--- config.mk ---
export PLATFORM = sky130hd
export DESIGN_NAME = mage_stream_in_aligner
export DESIGN_NICKNAME = d
export VERILOG_FILES = /design/src/rtl/mage_stream_in_aligner.sv
export SDC_FILE = /design/constraint.sdc
export NUM_CORES = 1
export LEC_CHECK = 0
export CORE_ASPECT_RATIO = 0.9
export CORE_MARGIN = 5
export CORE_UTILIZATION = 40
export CTS_CLUSTER_DIAMETER = 40
export DETAILED_ROUTE_END_ITERATION = 10
export DONT_BUFFER_PORTS = 1
export MAX_ROUTING_LAYER = met4
export PLACE_DENSITY = 0.54
export SLEW_MARGIN = 20
export SYNTH_ARGS = -nofsm -noshare
export SYNTH_HDL_FRONTEND = slang
export SYNTH_SLANG_ARGS = --single-unit
--- constraint.sdc ---
create_clock -name clk_i -period 5.3 [get_ports clk_i]
set_input_delay 1.06 -clock clk_i [delete_from_list [all_inputs] [get_ports clk_i]]
set_output_delay 1.06 -clock clk_i [all_outputs]
set_load 0.02 [all_outputs]
--- src/rtl/mage_stream_in_aligner.sv ---
// mage_stream_in_aligner: per-channel first-word-fall-through FIFOs that release one aligned
// PEA input vector only when every channel referenced by an enabled DIN holds data.
//
// state  | meaning
// IDLE   | no DIN enabled; FIFOs still accept data, no vectors are issued
// STREAM | a vector is issued whenever all referenced FIFOs are non-empty
// FLUSH  | single cycle; pointers and beat counter cleared, no handshakes
module mage_stream_in_aligner #(
    parameter int N_CH       = 4,
    parameter int N_DIN      = 4,
    parameter int DW         = 32,
    parameter int FIFO_DEPTH = 4,
    localparam int LOG_N_CH  = (N_CH == 1) ? 1 : $clog2(N_CH)
) (
    input  logic                      clk_i,
    input  logic                      rst_i,
    input  logic                      cfg_we_i,
    input  logic [N_DIN*LOG_N_CH-1:0] cfg_sel_i,
    input  logic [N_DIN-1:0]          cfg_en_i,
    input  logic                      flush_i,
    input  logic [N_CH*DW-1:0]        dma_data_i,
    input  logic [N_CH-1:0]           dma_valid_i,
    output logic [N_CH-1:0]           dma_ready_o,
    output logic [N_DIN*DW-1:0]       pea_data_o,
    output logic                      pea_valid_o,
    input  logic                      pea_ready_i,
    output logic [15:0]               beat_cnt_o,
    output logic                      busy_o
);

    localparam int          AW     = $clog2(FIFO_DEPTH);
    localparam int unsigned N_CH_U = N_CH;

    localparam logic [1:0] ST_IDLE   = 2'd0;
    localparam logic [1:0] ST_STREAM = 2'd1;
    localparam logic [1:0] ST_FLUSH  = 2'd2;

    logic [1:0]          state;
    logic [1:0]          state_nxt;
    logic [LOG_N_CH-1:0] sel [N_DIN];
    logic [N_DIN-1:0]    en;
    logic [N_DIN-1:0]    en_eff;
    logic [N_CH-1:0]     referenced;
    logic [N_CH-1:0]     empty;
    logic [N_CH-1:0]     full;
    logic [N_CH-1:0]     push;
    logic [N_CH-1:0]     pop;
    logic [AW:0]         wr_ptr [N_CH];
    logic [AW:0]         rd_ptr [N_CH];
    logic [DW-1:0]       mem    [N_CH][FIFO_DEPTH];
    logic [DW-1:0]       head   [N_CH];
    logic                accepting;
    logic                handshake;
    logic [15:0]         beat_cnt;

    // A DIN pointing at a non-existent channel behaves as disabled.
    always_comb begin
        for (int d = 0; d < N_DIN; d++) begin
            en_eff[d] = en[d] && (32'(sel[d]) < N_CH_U);
        end
    end

    always_comb begin
        referenced = '0;
        for (int d = 0; d < N_DIN; d++) begin
            for (int c = 0; c < N_CH; c++) begin
                if (en_eff[d] && (sel[d] == LOG_N_CH'(c))) begin
                    referenced[c] = 1'b1;
                end
            end
        end
    end

    always_comb begin
        for (int c = 0; c < N_CH; c++) begin
            empty[c] = (wr_ptr[c] == rd_ptr[c]);
            full[c]  = (wr_ptr[c][AW] != rd_ptr[c][AW]) &&
                       (wr_ptr[c][AW-1:0] == rd_ptr[c][AW-1:0]);
            head[c]  = mem[c][rd_ptr[c][AW-1:0]];
        end
    end

    // Ready depends only on fullness, never on a same-cycle pop.
    assign accepting   = !rst_i && (state != ST_FLUSH);
    assign dma_ready_o = {N_CH{accepting}} & ~full;
    assign push        = dma_valid_i & dma_ready_o;

    assign pea_valid_o = !rst_i && (state == ST_STREAM) && (|referenced) &&
                         ((referenced & empty) == '0);
    assign handshake   = pea_valid_o && pea_ready_i;
    assign pop         = {N_CH{handshake}} & referenced;

    always_comb begin
        pea_data_o = '0;
        for (int d = 0; d < N_DIN; d++) begin
            if (en_eff[d]) begin
                pea_data_o[d*DW +: DW] = head[sel[d]];
            end
        end
    end

    always_comb begin
        state_nxt = state;
        if (flush_i) begin
            state_nxt = ST_FLUSH;
        end else begin
            case (state)
                ST_IDLE:   if (en != '0) state_nxt = ST_STREAM;
                ST_STREAM: if (en == '0) state_nxt = ST_IDLE;
                ST_FLUSH:  state_nxt = (en != '0) ? ST_STREAM : ST_IDLE;
                default:   state_nxt = ST_IDLE;
            endcase
        end
    end

    always_ff @(posedge clk_i) begin
        if (rst_i) begin
            state <= ST_IDLE;
        end else begin
            state <= state_nxt;
        end
    end

    // Configuration loads even alongside flush_i, so both land in the same cycle.
    always_ff @(posedge clk_i) begin
        if (rst_i) begin
            for (int d = 0; d < N_DIN; d++) begin
                sel[d] <= LOG_N_CH'(d % N_CH);
            end
            en <= '1;
        end else if (cfg_we_i) begin
            for (int d = 0; d < N_DIN; d++) begin
                sel[d] <= cfg_sel_i[d*LOG_N_CH +: LOG_N_CH];
            end
            en <= cfg_en_i;
        end
    end

    always_ff @(posedge clk_i) begin
        if (rst_i || (state == ST_FLUSH)) begin
            for (int c = 0; c < N_CH; c++) begin
                wr_ptr[c] <= '0;
                rd_ptr[c] <= '0;
            end
        end else begin
            for (int c = 0; c < N_CH; c++) begin
                if (push[c]) wr_ptr[c] <= wr_ptr[c] + (AW+1)'(1);
                if (pop[c])  rd_ptr[c] <= rd_ptr[c] + (AW+1)'(1);
            end
        end
    end

    always_ff @(posedge clk_i) begin
        for (int c = 0; c < N_CH; c++) begin
            if (push[c]) begin
                mem[c][wr_ptr[c][AW-1:0]] <= dma_data_i[c*DW +: DW];
            end
        end
    end

    always_ff @(posedge clk_i) begin
        if (rst_i || (state == ST_FLUSH)) begin
            beat_cnt <= '0;
        end else if (handshake) begin
            beat_cnt <= beat_cnt + 16'd1;
        end
    end

    assign beat_cnt_o = beat_cnt;
    assign busy_o     = !(&empty) || (state == ST_FLUSH);

endmodule

==> impl_results.md <==
* Outcome: finished clean
* Port Buffers at 0
* Remaining Overflow, GRT at 0
* Worst hold slack at 441.5 ps
* Seq/Total Area, Yosys at 67.69%
* Worst Path Required at between 4000 and 5000 ps
* Worst hold start: state[0]
* Placer Congestion at slightly below 0.9
* Starting DRT DRC Count at 1324
* Fillers at a little over 5000
* Sink Count at between 500 and 600
* Synthesized area at between 20000 and 25000 um2
* Cell taking the most area after synthesis: edfxtp_1
* Crit Reg-Reg Startpoint: sel[3][0]
* Crit path kind: reg2out
* RSZ-0062 raised after global routing: false
* Power Dens Cells at 414.0 nW/um2
* Die W at 272.4 um
* Clk Latency, worst-skew pair at between 600 and 700 ps
* Total GRT Usage at 22.89%
* Tightest Hold Check Type: reg2reg
* Reported net switching power at 3.110 mW
* Worst-path clk slew at 60 ps
* Hold depth at 1
* Post-cts sizing count at 0
* Critical path fanouts, max at 28
* Clock Path Buffers at 3
* Pleak at 9.216 nW
* Cell Rows at 86
* Largest net degree at the start of global routing at 38
* Hold violation count in the final report at 0
* Layout net count at 1536
* DRT Pass-1 Iters at 5
* Final ANT Viol Nets at 0
* Met2 routed WL at 35420 um
* Fin crit period at 4956 ps
* Area Growth Syn to Fin at 14.45%
* Vias/cell at slightly above 6
* Post-route insts no fill at 2222
* Synth async-reset ratio at 0%
* Placed cells at just over 2000
* Clock power frac at between 40% and 50%
* Die height at around 250 um
* Max Cap Viol at 0
* Root Driver: clkbuf_16
* Final Util at approximately 46%
* Core Region at 61330 um2
* CP Capture Type: output pin
* Vias in the first global route at 13570
* Yosys Warn Count at 0
* Final Power at 11.74 mW
* Hold Path End: state[0]
* Post-synth EDFFs at 544
* Clock Skew at 25.87 ps
* Cell Area, Placed at between 20000 and 30000 um2
* Post-DP HPWL at 53820 um
* Synth top area cells: edfxtp_1 66%, mux4_2 18%, a22oi_1 3.4%, and2_1 1.9%, dfxtp_1 1.8%
* Worst-Margin Slew at about 1100 ps
* Ratio of cells with drive above 1 in the final layout at 27.20%
* Sw frac at 26.49%
* Fmax at roughly 0.20 GHz
* CTS tree: built
* H-Tree Level Count at 3
* Final setup fails at 0
* Worst VDD drop at about 0.28 mV
* DR DRC count at 0
* Met3 Routed Length at roughly 10000 um
* Flop pwr share at roughly 44%
* Int Pwr at 8.633 mW
* Antenna cell count at 0
* DRT met1 WL at 27930 um
* R2r setup slk at approximately 1400 ps
* Top FF cell, synth: edfxtp_1
* Final setup margin at 344.4 ps
* Crit path DAT at 3900 ps
* DIE AREA at approximately 67000 um2
* CP startpoint: sel[3][0]
* RR Endpoint: beat_cnt_o[14]
* Register area at 16780 um2
* Slew headroom at 26.28%
* #FFs+latches synth at between 500 and 600
* Synth Area per Inst at 18.62 um2
* Sum of negative setup slack at 0 ps
* Synth top area share at between 60 and 70%
* Comb pwr share at 12.6%
* Num ports at 299
* Final WL at 75610 um
* Initial antenna violation count at 0
* Yosys cell types at 45
* Fin. max-slew vios at 0
* CTS Buf Count at 79
* Wirelength per Cell at 34.03 um
* Postcts setup bufs at 0
* Post-synthesis cell count at between 1000 and 1500
* Area taken by multi-input logic gates at between 7000 and 8000 um2
* Syn_nets at ~1500
* Starting Density at between 40% and 50%
* First-pass GRT wire length at 104700 um
* Design Area, Final at 28370 um2
* Hold-fix buffers, CTS at 0
* Period utilisation layout at 93.50%
* CP Launch Type: flip-flop
* Reg2Reg Depth at 8
* DR top layer: met4
* Vias at 13490
* Place WS at 978.8 ps
power groups by stage:
stage	Clock [mW]	Sequential, mW	Combinational [mW]
after detailed placement	0	5.23	1.48
after global routing	5.44	5.15	1.55
final	5.12	5.14	1.49
after floorplan	0	5.18	1.00
after global placement	0	5.22	1.47
after CTS	5.22	5.14	1.48
logic make-up after synthesis:
group / count (synthesis) / share of synthesized area (%)
and+or+nand+nor: 262 / 6.053
xor gates and xnor gates: 20 / 0.7068
DFF: 566 / 67.69
muxes: 203 / 18.33
AOI/OAI and AO/OA: 155 / 4.438
buffers and inverters: 104 / 1.727
adders and majority gates: 21 / 1.060
layout make-up:
cell class	count	share of cell area [%]
clock inverter	59	1.941
tap	792	3.493
clock buffer	86	7.287
timing repair buffer	46	1.217
inverter	12	0.1588
multi-input combinational	661	26.76
sequential	566	59.15
worst max path at each step:
stage / cells after the start / to
floorplan: 5 / pea_data_o[102]
global placement: 7 / pea_valid_o
detailed placement: 7 / pea_valid_o
CTS: 7 / pea_valid_o
global route: 7 / pea_valid_o
finish: 7 / pea_valid_o
metal layers:
layer | global-route usage (%) | vias to the layer above
li1 | - | 5619
met1 | 27.45 | 7128
met2 | 34.65 | 648
met3 | 11.75 | 99
met4 | 5.874 | 0
met5 | - | -
worst max-delay path, stage by stage, from the launching register on:
cell	delay (ps)
edfxtp_1	750
buf_4	360
nor3b_2	70
buf_4	210
nor4_2	580
nor2_1	120
or4_1	910
inv_2	260
cell usage after synthesis (2+ instances only):
cell type  count
nand2b_1       5
or2_2          2
and2_1        76
o21ai_0        5
nor3b_1        7
inv_1         11
buf_6          4
a22oi_1      112
a211o_1        4
mux2i_1        3
or4_1          5
xnor2_1        8
buf_2          6
and3_1        25
o31ai_1        6
nor2b_1        6
o211ai_1       2
a21oi_1       16
ha_1          21
mux4_1         2
nand4_1        6
xor2_1        12
nor3_1        10
buf_1         17
clkbuf_1      65
dfxtp_1       22
or3_1         11
nor2_1        15
mux4_2       198
nand3_1        2
and3b_1        8
nor4_4         3
o21ai_1        7
edfxtp_1     544
nand2_1       75
registers in the layout (all words and copies together), names as in the netlist:
| name | flops |
|---|---|
| mem | 512 |
| beat_cnt_o | 16 |
| rd_ptr | 12 |
| wr_ptr | 12 |
| sel | 8 |
| en | 4 |
| state | 2 |
layout by cell type, fill, tap and decap left out, drive strengths merged, types with 2 or more instances in the layout:
cell,synthesis,routed
nand2,75,75
o21ai,12,12
nand4,6,6
mux4,200,200
xnor2,8,8
clkinvlp,0,7
nor2,15,15
nor3b,8,8
nand3,2,2
mux2i,3,3
and2,76,76
xor2,12,12
clkinv,0,32
nand2b,5,5
ha,21,21
o31ai,6,6
nor3,10,10
or4,5,5
nor2b,6,6
nor4,5,5
and3,26,26
a211o,4,4
clkbuf,65,86
o211ai,2,2
or3,11,11
and3b,8,8
buf,27,46
inv,12,27
a22oi,112,112
bufinv,0,5
or2,2,2
dfxtp,22,22
edfxtp,544,544
a21oi,16,16
Note: power is estimated with default switching activity, not from simulation.
